===== config.mk =====
export PLATFORM = sky130hd
export DESIGN_NAME = icw_ocw_sequencer
export DESIGN_NICKNAME = d
export VERILOG_FILES = /design/src/rtl/icw_ocw_sequencer.sv
export SDC_FILE = /design/constraint.sdc
export NUM_CORES = 1
export LEC_CHECK = 0
export ABC_AREA = 1
export CELL_PAD_IN_SITES_DETAIL_PLACEMENT = 1
export CELL_PAD_IN_SITES_GLOBAL_PLACEMENT = 2
export CORE_MARGIN = 5
export CORE_UTILIZATION = 30
export CTS_CLUSTER_SIZE = 40
export DETAILED_ROUTE_END_ITERATION = 10
export PLACE_DENSITY = 0.83
export SLEW_MARGIN = 20
export SYNTH_ARGS = -nofsm -noshare
export SYNTH_HDL_FRONTEND = slang
export SYNTH_SLANG_ARGS = --single-unit

===== constraint.sdc =====
create_clock -name clk -period 2.04 [get_ports clk]
set_input_delay 0.408 -clock clk [delete_from_list [all_inputs] [get_ports clk]]
set_output_delay 0.408 -clock clk [all_outputs]
set_load 0.1 [all_outputs]

===== src/rtl/icw_ocw_sequencer.sv =====
// 8259 command-word controller: sequences ICW1..ICW4 initialization, then decodes
// OCW1/2/3 and holds the configuration registers and one-cycle command pulses.
module icw_ocw_sequencer #(
    parameter logic [7:0] IMR_INIT        = 8'h00,
    parameter bit         OCW_BEFORE_INIT = 1'b0
) (
    input  logic       clk,
    input  logic       reset,
    input  logic       write_flag,
    input  logic       A0,
    input  logic [7:0] data_in,
    output logic       init_done,
    output logic       ICW1_LTIM,
    output logic       ICW1_SNGL,
    output logic [4:0] vector_base,
    output logic [7:0] ICW3_reg,
    output logic       ICW4_AEOI,
    output logic       ICW4_uPM,
    output logic [7:0] OCW1,
    output logic       eoi_nonspecific,
    output logic       eoi_specific,
    output logic [2:0] eoi_level,
    output logic       rotate_on_eoi,
    output logic       set_priority,
    output logic       auto_rotate_status,
    output logic       special_mask_mode,
    output logic       read_isr_select,
    output logic       poll_cmd
);

    typedef enum logic [2:0] {
        S_IDLE  = 3'd0,
        S_ICW2  = 3'd1,
        S_ICW3  = 3'd2,
        S_ICW4  = 3'd3,
        S_READY = 3'd4
    } state_t;

    state_t     state, state_nxt;
    logic       ic4, ic4_nxt;
    logic       init_done_nxt, ltim_nxt, sngl_nxt, aeoi_nxt, upm_nxt;
    logic [4:0] vector_base_nxt;
    logic [7:0] icw3_nxt, ocw1_nxt;
    logic       eoi_ns_nxt, eoi_sp_nxt, rot_nxt, setp_nxt, poll_nxt;
    logic [2:0] eoi_level_nxt;
    logic       arot_nxt, smm_nxt, ris_nxt;
    logic       ocw_ok;
    logic       is_icw1;

    // State and all outputs registered together
    always_ff @(posedge clk or posedge reset) begin
        if (reset) begin
            state              <= S_IDLE;
            ic4                <= 1'b0;
            init_done          <= 1'b0;
            ICW1_LTIM          <= 1'b0;
            ICW1_SNGL          <= 1'b0;
            vector_base        <= 5'd0;
            ICW3_reg           <= 8'd0;
            ICW4_AEOI          <= 1'b0;
            ICW4_uPM           <= 1'b0;
            OCW1               <= IMR_INIT;
            eoi_nonspecific    <= 1'b0;
            eoi_specific       <= 1'b0;
            eoi_level          <= 3'd0;
            rotate_on_eoi      <= 1'b0;
            set_priority       <= 1'b0;
            auto_rotate_status <= 1'b0;
            special_mask_mode  <= 1'b0;
            read_isr_select    <= 1'b0;
            poll_cmd           <= 1'b0;
        end else begin
            state              <= state_nxt;
            ic4                <= ic4_nxt;
            init_done          <= init_done_nxt;
            ICW1_LTIM          <= ltim_nxt;
            ICW1_SNGL          <= sngl_nxt;
            vector_base        <= vector_base_nxt;
            ICW3_reg           <= icw3_nxt;
            ICW4_AEOI          <= aeoi_nxt;
            ICW4_uPM           <= upm_nxt;
            OCW1               <= ocw1_nxt;
            eoi_nonspecific    <= eoi_ns_nxt;
            eoi_specific       <= eoi_sp_nxt;
            eoi_level          <= eoi_level_nxt;
            rotate_on_eoi      <= rot_nxt;
            set_priority       <= setp_nxt;
            auto_rotate_status <= arot_nxt;
            special_mask_mode  <= smm_nxt;
            read_isr_select    <= ris_nxt;
            poll_cmd           <= poll_nxt;
        end
    end

    // Write decode and sequencing; levels hold, pulses default low
    always_comb begin
        state_nxt       = state;
        ic4_nxt         = ic4;
        ltim_nxt        = ICW1_LTIM;
        sngl_nxt        = ICW1_SNGL;
        vector_base_nxt = vector_base;
        icw3_nxt        = ICW3_reg;
        aeoi_nxt        = ICW4_AEOI;
        upm_nxt         = ICW4_uPM;
        ocw1_nxt        = OCW1;
        eoi_level_nxt   = eoi_level;
        arot_nxt        = auto_rotate_status;
        smm_nxt         = special_mask_mode;
        ris_nxt         = read_isr_select;
        eoi_ns_nxt      = 1'b0;
        eoi_sp_nxt      = 1'b0;
        rot_nxt         = 1'b0;
        setp_nxt        = 1'b0;
        poll_nxt        = 1'b0;
        is_icw1         = write_flag && !A0 && data_in[4];
        ocw_ok          = (state == S_READY) || ((state == S_IDLE) && OCW_BEFORE_INIT);

        case (state)
            S_IDLE, S_ICW2, S_ICW3, S_ICW4, S_READY: ;
            default: state_nxt = S_IDLE;
        endcase

        if (is_icw1) begin
            ltim_nxt      = data_in[3];
            sngl_nxt      = data_in[1];
            ic4_nxt       = data_in[0];
            ocw1_nxt      = IMR_INIT;
            icw3_nxt      = 8'd0;
            aeoi_nxt      = 1'b0;
            upm_nxt       = 1'b0;
            arot_nxt      = 1'b0;
            smm_nxt       = 1'b0;
            ris_nxt       = 1'b0;
            eoi_level_nxt = 3'd0;
            state_nxt     = S_ICW2;
        end else if (write_flag && A0) begin
            case (state)
                S_ICW2: begin
                    vector_base_nxt = data_in[7:3];
                    if (!ICW1_SNGL) state_nxt = S_ICW3;
                    else if (ic4)   state_nxt = S_ICW4;
                    else            state_nxt = S_READY;
                end
                S_ICW3: begin
                    icw3_nxt  = data_in;
                    state_nxt = ic4 ? S_ICW4 : S_READY;
                end
                S_ICW4: begin
                    upm_nxt   = data_in[0];
                    aeoi_nxt  = data_in[1];
                    state_nxt = S_READY;
                end
                default: if (ocw_ok) ocw1_nxt = data_in;
            endcase
        end else if (write_flag && ocw_ok) begin
            if (data_in[3]) begin
                if (data_in[6]) smm_nxt = data_in[5];
                if (data_in[2])      poll_nxt = 1'b1;
                else if (data_in[1]) ris_nxt  = data_in[0];
            end else begin
                eoi_level_nxt = data_in[2:0];
                case (data_in[7:5])
                    3'b001: eoi_ns_nxt = 1'b1;
                    3'b011: eoi_sp_nxt = 1'b1;
                    3'b101: begin eoi_ns_nxt = 1'b1; rot_nxt = 1'b1; end
                    3'b111: begin eoi_sp_nxt = 1'b1; rot_nxt = 1'b1; end
                    3'b100: arot_nxt = 1'b1;
                    3'b000: arot_nxt = 1'b0;
                    3'b110: setp_nxt = 1'b1;
                    default: ;
                endcase
            end
        end

        init_done_nxt = (state_nxt == S_READY);
    end

endmodule


==> results of run 1 <==
-- routing by layer --
metal / vias up / GRT usage (%) / share of wire, %
li1: 732 / - / -
met3: 6 / 3.65 / 6.1
met5: - / 0 / 0
met1: 708 / 18.8 / 46
met2: 41 / 22.3 / 47
met4: 0 / 5.18 / 1.6
-- cell families (layout without fill, tap and decap cells) --
group / Yosys count / in the layout / synth area share, %
AO/OA/AOI/OAI: 36 / 36 / 10.4
buffers and inverters: 22 / 78 / 6.00
flip-flops: 41 / 41 / 59.2
AND/OR/NAND/NOR: 92 / 92 / 24.4
-- critical path, stage by stage --
cell and delay, ns:
clkdlybuf4s50_1 0.52, inv_2 0.05, nand3_1 0.16, inv_2 0.13
nor2_4 0.35, nand2_1 0.09, o21ai_1 0.10
-- final cells by class --
| class | count | area, sq um |
|---|---|---|
| Fill cell | 682 | 3280 |
| Sequential cell | 41 | 1030 |
| Multi-Input combinational cell | 128 | 602 |
| Clock buffer | 6 | 72.6 |
| Inverter | 17 | 63.8 |
| Tap cell | 72 | 90.1 |
| Clock inverter | 2 | 10.0 |
| Timing Repair Buffer | 53 | 425 |
-- worst max-delay path by stage --
| stage | from | endpoint | slack (ns) | depth (start not counted) |
|---|---|---|---|---|
| 2_1_floorplan | ICW1_SNGL$_DFFE_PP0P_ | init_done$_DFF_PP0_ | 0.53 | 6 |
| 3_3_place_gp | A0 | OCW1[3]$_DFFE_PP0P_ | 0.17 | 7 |
| 3_5_place_dp | A0 | OCW1[5]$_DFFE_PP0P_ | 0.13 | 7 |
| 4_1_cts | A0 | OCW1[5]$_DFFE_PP0P_ | 0.43 | 7 |
| 5_1_grt | A0 | OCW1[2]$_DFFE_PP0P_ | 0.28 | 7 |
| 6_report | A0 | OCW1[5]$_DFFE_PP0P_ | 0.45 | 7 |
-- layout by cell type (no fill, tap or decap), drive strengths merged --
| cell type | count |
|---|---|
| clkinv | 2 |
| nor2 | 11 |
| nor3 | 4 |
| nand3b | 1 |
| o21ai | 33 |
| nand4 | 2 |
| clkdlybuf4s50 | 11 |
| dfrtp | 41 |
| buf | 42 |
| inv | 17 |
| nand3 | 19 |
| nor4 | 1 |
| a21oi | 3 |
| nor3b | 1 |
| clkbuf | 6 |
| nand2 | 53 |
-- power by group --
group | internal [mW] | total [mW] | switching (mW) | leakage [nW]
Sequential | 0.951 | 1.04 | 0.0929 | 0.542
Combinational | 0.273 | 1.44 | 1.17 | 0.597
Clock | 0.237 | 0.516 | 0.279 | 0.0450
Total | 1.46 | 3.00 | 1.54 | 1.18
==> reports/results.txt, run 1 <==
Synth Register Bits -> 41
Count leader, synth -> nand2_1
Maximum clock path buffer count -> 2
Final worst slack -> 0.450 ns
Crit Path Category -> in2reg
Num CTS Buffers -> 5
Synth unique cells -> 22
Area grow syn2layout -> 32.2%
Crit path max fanout -> 15
Final instance area -> 2290 sq um
Slew HR -> 65.4%
Pin count of the biggest net entering global routing -> 42
Final Hold Vio Count -> 0
Vias in the first global route -> 1544
Reg2Reg Launch Point -> state[0]$_DFF_PP0_
Fin crit share -> 77.9%
Sequential area share after synthesis -> 59.2%
# clock sinks -> 41
DP Area -> 2210 sq um
Hold_sp -> auto_rotate_status$_DFFE_PP0P_
Crit path time final -> 1.59 ns
DR vias -> 1487
Congestion Overflow GR -> 0
Area leader, netlist -> dfrtp_1
Number of synthesized flops with an enable pin -> 0
Placed Cells -> 311
Post-place setup slack -> 0.133 ns
Max-Cap Viols -> 0
Synth warn -> 0
CP Capture Type -> register
Final cell count without fillers -> 319
Clock Tree Root -> clkbuf_8
Status -> complete, no violations
RD Place Congestion -> 0.766
First-pass GRT wire length -> 8090 microns
Synth cell count leaders -> nand2_1 (50), dfrtp_1 (41), o21ai_1 (28)
Routed WL -> 4730 microns
Slack of the worst reg-to-reg path -> 0.60 ns
CTS tree -> yes
# resized after CTS -> 0
Clk_skew -> 0.00300 ns
Top-level port count -> 49
Initial antenna violation count -> 0
CTS Hold Buffers Added -> 0
Mapped Area -> 1730 sq um
Worst-margin pin slew -> 0.519 ns
CTS clk-pin slew, worst paths -> 0.07 ns
Post-Syn Area per Cell -> 9.07 sq um
Final setup vio count -> 0
DRT Pass-1 Iters -> 4
Nets@finish -> 258
Post-CTS Setup Inserts -> 0
Row cnt -> 27
Total Routing Usage GR -> 14.2%
Worst Hold Class -> reg2reg
DRT antenna net count -> 0
Iteration-0 DRC Markers -> 48
Dpl hpwl -> 3540 microns
End of the worst hold path -> auto_rotate_status$_DFFE_PP0P_
DR vias/cell -> 4.66
Hold depth -> 2
Port Buffers -> 48
Synth async-reset ratio -> 100%
Hold_ws -> 0.486 ns
RSZ-0062 raised after global routing -> false
Fin util -> 41.1%
Share of cells above drive strength 1 -> 24.7%
Initial Util -> 31.1%
Die width -> 86.0 microns
Worst skew pair latency -> 0.29 ns
Final total power -> 3.00 mW
Inserted Diodes -> 0
Post-synth top area share -> 59.2%
Slew Limit Fails -> 0
# H-tree levels -> 2
Synth Instances -> 191
Mapped Nets -> 203
Reg2reg end -> eoi_specific$_DFF_PP0_
Worst EP required -> 2.25 ns
Data arrival, critical path -> 1.80 ns
Die area -> 7390 sq um
Top FF cell, synth -> dfrtp_1
Worst VDD drop -> 0.000817 V
CP startpoint kind -> input port
PD cells -> 1310 nW/um^2
FF-to-FF path depth -> 5
Synth area leaders -> dfrtp_1 (59%), nand2_1 (11%), o21ai_1 (8.1%)
WL/cell -> 14.8 microns
# DRC -> 0
Leak pwr -> 1.18 nW
Die Y -> 86.0 microns
Fmax -> 0.629 GHz
Core ar. -> 5570 sq um
Setup_tns -> 0 ns
Power figures use the tool's default switching activity.
==> inputs of run 2 (changes only) <==
--- a/config.mk
+++ b/config.mk
@@ -9,10 +9,10 @@
 export CELL_PAD_IN_SITES_DETAIL_PLACEMENT = 1
 export CELL_PAD_IN_SITES_GLOBAL_PLACEMENT = 2
 export CORE_MARGIN = 5
-export CORE_UTILIZATION = 30
+export CORE_UTILIZATION = 27
 export CTS_CLUSTER_SIZE = 40
 export DETAILED_ROUTE_END_ITERATION = 10
-export PLACE_DENSITY = 0.83
+export PLACE_DENSITY = 0.76
 export SLEW_MARGIN = 20
 export SYNTH_ARGS = -nofsm -noshare
 export SYNTH_HDL_FRONTEND = slang
==> constraint.sdc (replaced) <==
create_clock -name clk -period 1.5 [get_ports clk]
set_input_delay 0.3 -clock clk [delete_from_list [all_inputs] [get_ports clk]]
set_output_delay 0.3 -clock clk [all_outputs]
set_load 0.1 [all_outputs]
==> run 2 against run 1 <==
First-iteration DRC count fell by 35%. Power is 58% higher. Global-route usage decreased by 1.5 points. Critical path depth is 1 lower. Non-clock buffer count up 16. Wire length is 5.1% higher. Core utilization increased by 5.9 points. Die area is 9.8% higher. Largest cell class is now buffers. Worst hold slack worse by 0.15 ns. Critical path type unchanged. Highest routed layer unchanged. Clock-buffer cell count rose by 1. Combinational power up 70%. Via count is 6.3% higher.
==> reports/results.txt, run 2 (synthesized netlist as in run 1, its figures left out) <==
Die area -> 8120 sq um (+9.8%)
Worst-margin pin slew -> 0.447 ns (-0.0722 ns)
# DRC -> 0 (unchanged)
Worst Hold Class -> in2async
Fin crit share -> 94.0%
Num CTS Buffers -> 5 (unchanged)
Pin count of the biggest net entering global routing -> 21 (-50%)
Leak pwr -> 1.42 nW (+20%)
Core ar. -> 6280 sq um (+13%)
Clock Tree Root -> clkbuf_8
Clk_skew -> 0.00325 ns (+0.000252 ns)
Total Routing Usage GR -> 12.7% (-1.5 points)
CP Capture Type -> register
Initial antenna violation count -> 0 (unchanged)
DRT Pass-1 Iters -> 4 (unchanged)
DR vias -> 1581 (+6.3%)
Dpl hpwl -> 3970 microns (+12%)
CTS clk-pin slew, worst paths -> 0.08 ns (about the same)
Status -> complete, no violations
Maximum clock path buffer count -> 2 (unchanged)
Max-Cap Viols -> 0 (unchanged)
CTS tree -> yes
Commonest non-fill, non-tap cells in the layout -> nand2_1 (50), dfrtp_1 (40), buf_12 (40)
Slew HR -> 70.2% (+4.8 points)
DRT antenna net count -> 0 (unchanged)
CP startpoint kind -> input port
Share of cells above drive strength 1 -> 30.4% (+5.7 points)
Crit Path Category -> in2reg
Crit path max fanout -> 10 (-5)
Row cnt -> 29 (+7.4%)
RSZ-0062 raised after global routing -> false
Nets@finish -> 274 (+6.2%)
# H-tree levels -> 2 (unchanged)
Die Y -> 90.1 microns (+4.8%)
Vias in the first global route -> 1657 (+7.3%)
DR vias/cell -> 4.65 (-0.25%)
WL/cell -> 14.6 microns (-1.4%)
PD cells -> 1610 nW/um^2 (+23%)
Port Buffers -> 48 (unchanged)
Routed WL -> 4970 microns (+5.1%)
Slew Limit Fails -> 0 (unchanged)
Fin util -> 46.9% (+5.9 points)
Area grow syn2layout -> 70.2%
Final Hold Vio Count -> 0 (unchanged)
Worst skew pair latency -> 0.29 ns (about the same)
Data arrival, critical path -> 1.58 ns (-0.22 ns)
Die width -> 90.1 microns (+4.8%)
RD Place Congestion -> 0.727 (-5.0%)
Commonest non-fill, non-tap cell in the layout -> nand2_1
Fillcell total -> 707 (+3.7%)
Iteration-0 DRC Markers -> 31 (-35%)
Fmax -> 0.709 GHz
Worst VDD drop -> 0.00102 V (+25%)
Worst EP required -> 1.67 ns (-0.58 ns)
Final setup vio count -> 0 (unchanged)
Top-level port count -> 49 (unchanged)
Inserted Diodes -> 0 (unchanged)
Hold_ws -> 0.335 ns (-0.151 ns)
Crit path time final -> 1.41 ns
CTS Hold Buffers Added -> 0 (unchanged)
Initial Util -> 27.6% (-3.5 points)
First-pass GRT wire length -> 8460 microns (+4.5%)
# clock sinks -> 41 (unchanged)
Congestion Overflow GR -> 0 (unchanged)
[run 2: area by class of cell]
type	count	area, sq um	share of cell area (%)
sequential	41	1030	34.9
inverter	17	63.8	2.17
clock inverter	1	5.00	0.170
multi-input combinational	128	612	20.8
timing repair buffer	69	1050	35.5
tap	77	96.3	3.27
clock buffer	7	96.3	3.27
[run 2: through the flow]
| stage | TNS (ns) | cells | area, sq um | setup WS, ns | total power [mW] |
|---|---|---|---|---|---|
| global placement | -5.79 | 332 | 2840 | -0.220 | 3.99 |
| global route | 0 | 340 | 2950 | 0.000673 | 4.96 |
| finish | 0 | 340 | 2950 | 0.0896 | 4.76 |
| detailed placement | -7.17 | 332 | 2840 | -0.280 | 4.01 |
| floorplan | 0 | 191 | 1730 | 0.167 | 2.98 |
| CTS | 0 | 340 | 2940 | 0.0266 | 4.81 |
[run 2: layer usage]
layer	GRT usage, %	vias up	wire length, microns
met3	3.84	6	265
li1	-	775	-
met5	0	-	0
met2	21.2	43	2420
met4	2.61	0	42
met1	16.1	757	2240
[run 2: power by group]
part | internal, mW | switching [mW] | leakage [nW]
combinational | 0.841 | 1.61 | 0.825
sequential | 1.29 | 0.221 | 0.541
clock | 0.416 | 0.375 | 0.0542
[run 2: repair_timing]
action	in CTS	in global routing
buffers inserted	0	0
endpoints found under the setup margin	0	14
gates resized for setup	0	2
[run 2: worst max-delay path, cell delays in order]
cell             delay, ns
clkdlybuf4s50_1       0.55
nand2_1               0.16
inv_2                 0.15
nand3_2               0.22
nand2_1               0.13
o21ai_1               0.07
[run 2: worst paths after layout]
kind / cells after the start / slack [ns] / from / end
min reg2reg: 2 / 0.55 / OCW1[4]$_DFFE_PP0P_ / OCW1[4]$_DFFE_PP0P_
max reg2reg: 6 / 0.22 / state[0]$_DFF_PP0_ / eoi_level[2]$_DFFE_PP0P_
max: 6 / 0.09 / write_flag / vector_base[1]$_DFFE_PP0P_
min: 2 / 0.33 / reset / read_isr_select$_DFFE_PP0P_
min in group clk: 2 / 0.55 / OCW1[4]$_DFFE_PP0P_ / OCW1[4]$_DFFE_PP0P_
max in group asynchronous: 3 / 0.71 / reset / set_priority$_DFF_PP0_
==> inputs of run 3 (changes only) <==
--- a/config.mk
+++ b/config.mk
@@ -13,6 +13,7 @@
 export CTS_CLUSTER_SIZE = 40
 export DETAILED_ROUTE_END_ITERATION = 10
 export PLACE_DENSITY = 0.76
+export SETUP_SLACK_MARGIN = 0.5
 export SLEW_MARGIN = 20
 export SYNTH_ARGS = -nofsm -noshare
 export SYNTH_HDL_FRONTEND = slang
==> run 3 against run 2 <==
Register-to-register slack worse by 0.03 ns. Sequential power up 4%. Clock skew up 0.0054 ns. Largest power group unchanged. Core utilization up 11 points. Clock-buffer cell count down 1. Critical endpoint is now OCW1[1]$_DFFE_PP0P_. Critical path type is now reg2reg.
==> reports/results.txt, run 3 (synthesized netlist as in run 1, its figures left out) <==
Fin util -> 57.9% (+11 points)
Worst EP required -> 1.69 ns (+0.02 ns)
# clock sinks -> 41 (unchanged)
Clk_skew -> 0.00866 ns (+0.00541 ns)
Final worst slack -> 0.186 ns (+0.0960 ns)
PD cells -> 1450 nW/um^2 (-10%)
DR vias/cell -> 4.90 (+5.3%)
Share of cells above drive strength 1 -> 68.9% (+39 points)
Critical-path top delay cell -> dfrtp_2
First-pass GRT wire length -> 10300 microns (+21%)
CP max stage delay -> 0.46 ns (-0.09 ns)
Row cnt -> 29 (unchanged)
CP Capture Type -> register
Slack of the worst reg-to-reg path -> 0.19 ns (-0.03 ns)
Slew Limit Fails -> 0 (unchanged)
Routed WL -> 6660 microns (+34%)
DRT Pass-1 Iters -> 4 (unchanged)
Most frequent CP cell -> nor2_4
Worst-path cell chain -> nor2_4, nand2_4, nor2_4, nor2_4, clkbuf_16, nand2_2, o21ai_1
Status -> complete, no violations
WL/cell -> 17.8 microns (+22%)
P_int -> 2.81 mW (+10%)
Commonest non-fill, non-tap cells in the layout -> buf_12 (41), buf_4 (39), dfrtp_2 (38)
Congestion Overflow GR -> 0 (unchanged)
Seq pwr share -> 30.0% (-1.9 points)
Data arrival, critical path -> 1.50 ns (-0.08 ns)
Commonest non-fill, non-tap cell in the layout -> buf_12
Leak pwr -> 1.63 nW (+14%)
Initial antenna violation count -> 0 (unchanged)
Final Hold Vio Count -> 0 (unchanged)
Worst-margin pin slew -> 0.405 ns (-0.0415 ns)
Buf+Inv Stages, Crit Path -> 1 (-1)
Crit Path Category -> reg2reg
Clock Tree Root -> clkbuf_8
CTS Hold Buffers Added -> 0 (unchanged)
Dpl hpwl -> 4080 microns (+2.8%)
Core ar. -> 6280 sq um (unchanged)
Inserted Diodes -> 0 (unchanged)
FF-to-FF path depth -> 7 (+1)
RD Place Congestion -> 0.742 (+2.0%)
CTS clk-pin slew, worst paths -> 0.08 ns (about the same)
Port Buffers -> 48 (unchanged)
Die area -> 8120 sq um (unchanged)
Slew HR -> 72.7% (+2.5 points)
Clk pwr share -> 14.3% (-2.3 points)
Final setup vio count -> 0 (unchanged)
# H-tree levels -> 2 (unchanged)
Max-Cap Viols -> 0 (unchanged)
Hold depth -> 3
Iteration-0 DRC Markers -> 65 (+110%)
Pin count of the biggest net entering global routing -> 42 (+100%)
Crit path time final -> 1.31 ns (-0.0960 ns)
Worst VDD drop -> 0.00108 V (+6.1%)
Area grow syn2layout -> 110%
Vias in the first global route -> 1901 (+15%)
Initial Util -> 27.6% (unchanged)
Sw Share -> 46.6% (+0.25 points)
Maximum clock path buffer count -> 2 (unchanged)
Fmax -> 0.761 GHz (+7.3%)
Die width -> 90.1 microns (unchanged)
Nets@finish -> 308 (+12%)
DR vias -> 1826 (+15%)
CP startpoint kind -> register
Worst Hold Class -> in2reg
Fin crit share -> 87.6% (-6.4 points)
Crit path max fanout -> 7 (-3)
Top-level port count -> 49 (unchanged)
Total Routing Usage GR -> 15.7% (+3.1 points)
# DRC -> 0 (unchanged)
CP top delay family -> simple AND/OR/NAND/NOR gates
Reg2reg end -> OCW1[1]$_DFFE_PP0P_
End of the worst hold path -> set_priority$_DFF_PP0_
Fillcell total -> 645 (-8.8%)
Post-place setup slack -> -0.288 ns (-0.00821 ns)
Comb pwr share -> 55.7% (+4.2 points)
CTS tree -> yes
Reg2Reg Launch Point -> state[0]$_DFF_PP0_
Hold_sp -> data_in[3]
Num CTS Buffers -> 5 (unchanged)
Worst skew pair latency -> 0.29 ns (about the same)
DRT antenna net count -> 0 (unchanged)
RSZ-0062 raised after global routing -> true
Die Y -> 90.1 microns (unchanged)
Sw Pwr -> 2.45 mW (+11%)
[run 3: cell count changes in the layout (fill, tap and decap cells not counted), sizes merged, moves of 2 or more]
cell / previous run / this run
buf: 58 / 89
clkdlybuf4s50: 11 / 5
clkinvlp: 0 / 2
dlygate4sd2: 0 / 3
clkdlybuf4s15: 0 / 2
[run 3: per-layer routing]
metal  GRT usage [%]  wire (microns)  up-vias
li1                -               -      842
met1            20.0            2780      919
met2            27.0            3550       53
met3            4.17             249       12
met4            2.98              82        0
met5               0               0        -
[run 3: cell type report]
class	count	area (sq um)	area share (%)
Timing Repair Buffer	101	1370	37.6
Multi-Input combinational cell	130	926	25.5
Inverter	17	80.1	2.20
Tap cell	77	96.3	2.65
Clock inverter	1	7.51	0.206
Sequential cell	41	1080	29.6
Clock buffer	6	82.6	2.27
[run 3: through the flow]
| stage | std cells | area, sq um | power [mW] | TNS [ns] | hold WS, ns |
|---|---|---|---|---|---|
| final | 373 | 3640 | 5.26 | 0 | 0.361 |
| after global routing | 373 | 3640 | 5.47 | 0 | 0.369 |
| after CTS | 355 | 3320 | 5.01 | 0 | 0.407 |
| after detailed placement | 330 | 2890 | 4.07 | -6.86 | 0.523 |
| after global placement | 330 | 2890 | 4.05 | -5.26 | 0.510 |
| after floorplan | 191 | 1810 | 3.03 | 0 | 0.284 |
[run 3: worst max path at each step]
stage	depth (start not counted)	end	from	slack, ns
after floorplan	7	OCW1[0]$_DFFE_PP0P_	state[0]$_DFF_PP0_	0.33
after global placement	6	ICW3_reg[7]$_DFFE_PP0P_	write_flag	-0.22
after detailed placement	6	ICW3_reg[0]$_DFFE_PP0P_	write_flag	-0.29
after CTS	1	ICW1_SNGL	ICW1_SNGL$_DFFE_PP0P_	0.22
after global routing	7	OCW1[1]$_DFFE_PP0P_	state[0]$_DFF_PP0_	0.15
final	7	OCW1[1]$_DFFE_PP0P_	state[0]$_DFF_PP0_	0.19
[run 3: what timing repair did]
action                     CTS  global route
gates resized for setup     58            38
cloned                       2             2
pin swaps                   15            16
setup endpoints to repair   78            76
setup buffers               16            16
[run 3: power groups by stage]
stage	clock network, mW	logic, mW	registers, mW
after floorplan	0	0.294	2.73
after global placement	0	2.47	1.58
after detailed placement	0	2.49	1.58
after CTS	0.774	2.66	1.57
after global routing	0.819	3.04	1.61
final	0.755	2.93	1.58
[run 3: worst reg2reg max path, delay by kind of cell (launching register included)]
kind                   cells  cell delay (ns)
AOI/OAI and AO/OA          1             0.05
buffers and inverters      1             0.17
DFF                        1             0.46
and+or+nand+nor            5             0.54
